--- src/rtl/mc_control_regs_pkg.sv ---
// Shared encodings for the multicycle control register bank.
// Control state codes match the control PLA; PCSource codes select the PC next value.
// Also holds the opcode and jump-index field positions within IR.
package mc_control_regs_pkg;

  typedef enum logic [3:0] {
    S_FETCH       = 4'd0,
    S_DECODE      = 4'd1,
    S_MEM_ADDR    = 4'd2,
    S_MEM_READ    = 4'd3,
    S_MEM_WB      = 4'd4,
    S_MEM_WRITE   = 4'd5,
    S_EXECUTE     = 4'd6,
    S_R_COMPLETE  = 4'd7,
    S_BRANCH      = 4'd8,
    S_JR_COMPLETE = 4'd9
  } state_e;

  typedef enum logic [1:0] {
    PCSRC_ALU    = 2'b00,
    PCSRC_ALUOUT = 2'b01,
    PCSRC_JUMP   = 2'b10,
    PCSRC_RSVD   = 2'b11
  } pcsrc_e;

  // Opcode field within IR, fed back to the PLA.
  localparam int OP_MSB = 31;
  localparam int OP_LSB = 26;
  // Jump index field within IR.
  localparam int JIDX_MSB = 25;

endpackage

--- src/rtl/mc_control_regs_pc_unit.sv ---
// Program counter: write qualification, next-value select and jump-target formation.
// Latency: PC updates one cycle after its enables; jump target is combinational from PC/IR.
// No backpressure: writes happen on the edge whenever the qualified enable is high.
module mc_pc_unit
  import mc_control_regs_pkg::*;
#(
  parameter int               WIDTH    = 32,
  parameter logic [WIDTH-1:0] RESET_PC = '0
) (
  input  logic             clk,
  input  logic             reset,
  input  logic             legal,
  input  logic             pc_write,
  input  logic             pc_write_cond,
  input  logic             zero,
  input  logic [1:0]       pc_source,
  input  logic [WIDTH-1:0] alu_result,
  input  logic [WIDTH-1:0] alu_out,
  input  logic [WIDTH-1:0] ir,
  output logic [WIDTH-1:0] pc
);

  logic             pc_we;
  logic [WIDTH-1:0] jump_tgt;
  logic [WIDTH-1:0] pc_nxt;

  // Qualify the write and pick the next PC; the reserved code simply holds PC.
  always_comb begin
    pc_we    = (pc_write | (pc_write_cond & zero)) & legal;
    jump_tgt = {pc[WIDTH-1:28], ir[JIDX_MSB:0], 2'b00};
    pc_nxt   = pc;
    case (pcsrc_e'(pc_source))
      PCSRC_ALU:    pc_nxt = alu_result;
      PCSRC_ALUOUT: pc_nxt = alu_out;
      PCSRC_JUMP:   pc_nxt = jump_tgt;
      default:      pc_nxt = pc;
    endcase
  end

  // PC register; reset wins over any pending write.
  always_ff @(posedge clk) begin
    if (reset) begin
      pc <= RESET_PC;
    end else if (pc_we) begin
      pc <= pc_nxt;
    end
  end

endmodule

--- src/rtl/mc_control_regs.sv ---
// Multicycle control state register plus PC/IR/MDR/A/B/ALUOut datapath registers.
// Latency: all outputs registered one cycle after inputs; Op is combinational from IR.
// No backpressure: every register samples on each rising edge.
module mc_control_regs
  import mc_control_regs_pkg::*;
#(
  parameter int               WIDTH      = 32,
  parameter logic [WIDTH-1:0] RESET_PC   = '0,
  parameter int               NUM_STATES = 10
) (
  input  logic             clk,
  input  logic             reset,
  input  logic [3:0]       NS,
  input  logic             PCWrite,
  input  logic             PCWriteCond,
  input  logic             IRWrite,
  input  logic [1:0]       PCSource,
  input  logic             Zero,
  input  logic [WIDTH-1:0] ALUResult,
  input  logic [WIDTH-1:0] MemData,
  input  logic [WIDTH-1:0] RegA,
  input  logic [WIDTH-1:0] RegB,
  output logic [3:0]       CurrentState,
  output logic [5:0]       Op,
  output logic [WIDTH-1:0] PC,
  output logic [WIDTH-1:0] IR,
  output logic [WIDTH-1:0] MDR,
  output logic [WIDTH-1:0] A,
  output logic [WIDTH-1:0] B,
  output logic [WIDTH-1:0] ALUOut,
  output logic             illegal_state,
  output logic [31:0]      retired
);

  // One extra bit so NUM_STATES == 16 still compares correctly.
  localparam logic [4:0] NS_LIMIT = 5'(NUM_STATES);

  state_e      state_q;
  state_e      state_nxt;
  logic        legal;
  logic        retire;
  logic [31:0] retired_q;
  logic        illegal_q;

  assign legal = ({1'b0, state_q} < NS_LIMIT);

  // Next state: follow the PLA from a legal state, otherwise fall back to fetch.
  always_comb begin
    state_nxt = S_FETCH;
    retire    = 1'b0;
    if (legal) begin
      state_nxt = state_e'(NS);
      retire    = (state_q != S_FETCH) && (NS == S_FETCH);
    end
  end

  // Control state, sticky illegal flag and retired-instruction counter.
  always_ff @(posedge clk) begin
    if (reset) begin
      state_q   <= S_FETCH;
      illegal_q <= 1'b0;
      retired_q <= '0;
    end else begin
      state_q <= state_nxt;
      if (!legal) begin
        illegal_q <= 1'b1;
      end
      if (retire) begin
        retired_q <= retired_q + 32'd1;
      end
    end
  end

  // IR loads only when requested from a legal state.
  always_ff @(posedge clk) begin
    if (reset) begin
      IR <= '0;
    end else if (IRWrite && legal) begin
      IR <= MemData;
    end
  end

  // One-cycle temporaries: reloaded every cycle, even from an illegal state.
  always_ff @(posedge clk) begin
    if (reset) begin
      MDR    <= '0;
      A      <= '0;
      B      <= '0;
      ALUOut <= '0;
    end else begin
      MDR    <= MemData;
      A      <= RegA;
      B      <= RegB;
      ALUOut <= ALUResult;
    end
  end

  mc_pc_unit #(
    .WIDTH    (WIDTH),
    .RESET_PC (RESET_PC)
  ) u_pc (
    .clk           (clk),
    .reset         (reset),
    .legal         (legal),
    .pc_write      (PCWrite),
    .pc_write_cond (PCWriteCond),
    .zero          (Zero),
    .pc_source     (PCSource),
    .alu_result    (ALUResult),
    .alu_out       (ALUOut),
    .ir            (IR),
    .pc            (PC)
  );

  assign CurrentState  = state_q;
  assign Op            = IR[OP_MSB:OP_LSB];
  assign illegal_state = illegal_q;
  assign retired       = retired_q;

endmodule
--- config.mk ---
export PLATFORM = sky130hd
export DESIGN_NAME = mc_control_regs
export DESIGN_NICKNAME = d
export VERILOG_FILES = /design/src/rtl/mc_control_regs_pkg.sv /design/src/rtl/mc_control_regs_pc_unit.sv /design/src/rtl/mc_control_regs.sv
export SDC_FILE = /design/constraint.sdc
export NUM_CORES = 1
export LEC_CHECK = 0
export ABC_CLOCK_PERIOD_IN_PS = 3200
export CAP_MARGIN = 25
export CORE_ASPECT_RATIO = 1.1
export CORE_MARGIN = 8
export CORE_UTILIZATION = 38
export DETAILED_ROUTE_END_ITERATION = 6
export PLACE_DENSITY = 0.74
export SLEW_MARGIN = 20
export SYNTH_ARGS = -nofsm -noshare
export SYNTH_HDL_FRONTEND = slang
export SYNTH_HIERARCHICAL = 1
export SYNTH_SLANG_ARGS = --single-unit
--- constraint.sdc ---
create_clock -name clk -period 3.2 [get_ports clk]
set_clock_uncertainty 0.1 [all_clocks]
set_input_delay 0.64 -clock clk [delete_from_list [all_inputs] [get_ports clk]]
set_output_delay 0.64 -clock clk [all_outputs]
set_load 0.03 [all_outputs]
# == Word level (Yosys, flattened, before mapping) ==
# Index checks and enable logic that the tools add are counted.
# op_classes
n_addsub,1
magnitude_cmp,1
eq_ne,2
n_mux,2
bitwise_logic,5
n_reduce_logical,10
# ops
operator,n
$pmux W32 S3,1
$add A32 B1 Y32 const B,1
$logic_not A4 Y1,1
$lt A4 B4 Y1 const B,1
$reduce_bool A4 Y1,1
$reduce_and A3 Y1,1
$reduce_bool A3 Y1,1
$and A1 B1 Y1,2
$eq A2 B1 Y1 const B,1
$eq A2 B2 Y1 const B,1
$logic_and A1 B1 Y1,2
$logic_not A2 Y1,1
$not A1 Y1,2
$reduce_and A2 Y1,1
$reduce_bool A2 Y1,1
$reduce_or A2 Y1,1
$mux W1,1
$or A1 B1 Y1,1
# totals
ff_bits,229
inputBits,140
wordCells,31

# == Logic depth before layout (Yosys ltp) ==
# Gate-level depths: netlist of run 1.
# logic_depth
depth_word,4
depth_mapped,7

# == Cells and area by module ==
# The synthesis of run 1 kept the hierarchy.
# by_module_without_submodules
module,instances,cells_each,area_per_inst_um2,seq_area_each_um2
mc_control_regs,1,606,6187.2,3943.8
mc_pc_unit,1,193,1721.7,640.6

# == Worst setup path before layout of run 1 ==
# OpenSTA, ideal clock, no wires.
# synth_timing
path_type,input-to-reg
from,input NS[1]
to,register retired_q[18] (netlist: retired[18])
setup_ps,71
t_arrival_ps,2671
required_ps,3029
setup_slack_ps,358
cell_stages,6
n_path_buf,1
cell_sequence,or4_4 > or3_1 > or3_1 > buf_2 > or4_1 > a21oi_1
# synth_via
elab_chain_cells,3
# synth_lines
item,line_no,text
start: declaration,mc_control_regs.sv:13,"input logic [3:0] NS,"
$logic_not A4 Y1,mc_control_regs.sv:53,retire = (state_q != S_FETCH) && (NS == S_FETCH);
$logic_and A1 B1 Y1,mc_control_regs.sv:53,
$mux W1,mc_control_regs.sv:51,if (legal) begin
end signal: assignment,mc_control_regs.sv:69,retired_q <= retired_q + 32'd1;
end: declaration,mc_control_regs.sv:42,logic [31:0] retired_q;
# Every way passes these cells.
# A chain may end at the register's enable or synchronous reset.

# == Worst setup path after layout of run 1 ==
# layout_timing
from,input NS[0]
to,register retired_q[18] (netlist: retired[18])
# Same word-level chain as after synthesis.

==> results of run 1 <==
-- critical path: stages --
cell             delay, ps
clkdlybuf4s50_1        430
or4_4                  530
or3_1                  390
or3_1                  400
or4_1                  520
a21oi_1                160
-- layout make-up --
cell class | instances | area, µm²
inverters | 5 | 18.8
repair buffers | 390 | 3890
well taps | 256 | 320
fillers | 1720 | 7860
diodes | 1 | 2.50
clock buffers | 39 | 768
flip-flops and latches | 229 | 4580
clock inverters | 6 | 58.8
multi-input cells | 508 | 3010
-- cell families (layout without fill, tap and decap cells) --
group | Yosys count | in the layout | share of synthesized area, %
adders and majority gates | 5 | 5 | 0.791
and+or+nand+nor | 337 | 337 | 22.6
other | 0 | 1 | 0
xor gates and xnor gates | 25 | 25 | 2.77
AOI/OAI and AO/OA | 141 | 141 | 11.8
buffers and inverters | 62 | 440 | 4.11
DFF | 229 | 229 | 58.0
-- routing by layer --
layer,up-vias,track usage (%),part of all wire (%)
met3,47,6.02,7.9
met4,2,5.46,2.3
met2,246,36.2,51
met1,3252,22.4,39
met5,-,0,0.047
li1,3410,-,-
-- path summary, 6_finish.rpt --
| kind | slack, ps | to | depth (start not counted) |
|---|---|---|---|
| max reg2reg | 910 | retired[18]$_SDFFE_PP0P_ | 5 |
| max | 460 | retired[18]$_SDFFE_PP0P_ | 6 |
| min | 370 | u_pc/pc[14]$_SDFFE_PP0P_ | 1 |
| min reg2reg | 370 | u_pc/pc[14]$_SDFFE_PP0P_ | 1 |
-- per-stage QoR --
step | setup WS (ps) | cell area, µm²
after floorplan | 358 | 7910
after global placement | -10.5 | 11800
after detailed placement | -52.1 | 11800
after CTS | 488 | 12600
after global routing | 421 | 12600
final | 457 | 12600
-- state kept, by name (all words and copies together), names as in the netlist --
name and count:
A 32, ALUOut 32, B 32, CurrentState 4, IR 32, MDR 32, illegal_state 1, retired 32
u_pc/pc 32
-- cell usage after synthesis (all sizes together) (5+ instances only) --
cell type,number
clkbuf,32
nand4,10
nor2b,130
a31oi,6
xor2,12
a311oi,6
nand3,18
a21oi,68
a22o,26
nor2,55
xnor2,13
nand2,75
nor3,6
a22oi,26
buf,25
and3,6
and4,5
dfxtp,229
inv,5
nor4,8
ha,5
or3,6
and2,7
-- report_power, final --
group	total (W)	switching, W	leakage (nW)	internal [W]
logic	0.00115	0.000625	2.42	0.000527
registers	0.00308	0.0000758	1.89	0.00300
clock network	0.00285	0.00113	0.413	0.00172
total	0.00708	0.00183	4.72	0.00525
==> metrics.txt, run 1 <==
filler-free cell count of the finished design=1434; commonest cells after routing, fill and taps aside=373 x clkdlybuf4s50_1, 229 x dfxtp_1, 130 x nor2b_1; Synth area leaders=dfxtp_1 58%, nor2b_1 10%, a21oi_1 4.2%, nand2_1 3.6%, nor2_1 2.6%; slew margin rel.=45.9%; share of async-settable or async-resettable flops after synthesis=0%; top cell type's share of synthesized area=58.0%; Hold-fix buffers, CTS=0; average wire per standard cell=19.1 µm; DRC viols=0; crit path time final=between 2000 and 3000 ps; number of library cell types mapped by synthesis=42; DR vias=6957; clock-pin slew on the worst setup and hold paths=approximately 60 ps; Die Wd=154 µm; RSZ-0062 raised after global routing=no; layout cells sized above 1=6.12%; routed wire length=27400 µm; first-pass GRT wire length=40900 µm; drt initial violations=340; Synth area leader=dfxtp_1; Synth Cell Area=slightly below 0.008 mm²; commonest non-fill, non-tap cell in the layout=clkdlybuf4s50_1; Setup CP Type=primary input to flop; dpl cells=roughly 1400; status=completed; Nets=1304; fin util=61.7%; Total Routing Usage GR=~20%; crit end category=flop; CTS max path bufs=3; vias in the first global route=6893; die extent in y=roughly 170 µm; Static Leak=approximately 4.7 nW; Synth Register Bits=~230; Arr. time, crit path=a little over 3000 ps; DP HPWL=20300 µm; RR Startpoint=retired[4]$_SDFFE_PP0P_; # IOs=375; P per Cell Area=560 mW/mm²; Peak Freq=0.365 GHz; Max IR drop VDD=0.000454 V; H-tree Lvls=1; maximum capacitance violations=0; Post-synth EDFFs=0; gp weighted congestion=0.804; worst-path fanout max=2; Total Negative Setup Slacks=0 ps; Post-Synthesis Net Count=around 940; crit path launch=NS[0]; CTS Buf Count=25; Starting Density=38.6%; worst-skew pair later-pin latency=510 ps; startpoint class of the critical path=primary input; Pins Over Slew Limit=0; Pwr Total=0.00708 W; Worst EP required=3530 ps; largest net degree at the start of global routing=100; Min Hold Slack=375 ps; hold crit path type=flop to flop; YS warnings=6; initial antenna violation count=1; Worst Hold Launch=u_pc/pc[14]$_SDFFE_PP0P_; Seq/Total Area, Yosys=58.0%; CTS tree=done; Top FF cell, synth=dfxtp_1; Sink Count=229; Worst-Margin Slew=810 ps; Routed Antenna Nets=0; Post CTS Setup Buffer Count=0; Mapped Avg Cell Area=9.90 µm²; vias per inst=4.85; PostCTS Resize Cnt=0; Area Growth Syn to Fin=59.9%; buffers added on ports=374; cell count after synthesis=roughly 800; CORE AREA=0.0205 mm²; endpoints failing hold=0; Final period util=~86%; full die area=0.0257 mm²; Final setup viols=0; Clock Tree Root=clkbuf_16; total gr overflow=0; number of iterations in the first detailed-routing pass=5; # rows=55
No activity file was read; power rests on OpenSTA's default activity.
==> run 2, diff against run 1 <==
--- a/config.mk
+++ b/config.mk
@@ -5,7 +5,6 @@
 export SDC_FILE = /design/constraint.sdc
 export NUM_CORES = 1
 export LEC_CHECK = 0
-export ABC_CLOCK_PERIOD_IN_PS = 3200
 export CAP_MARGIN = 25
 export CORE_ASPECT_RATIO = 1.1
 export CORE_MARGIN = 8
==> results of run 2 <==
The final DEF is identical to that of run 1; final timing and power are the same.
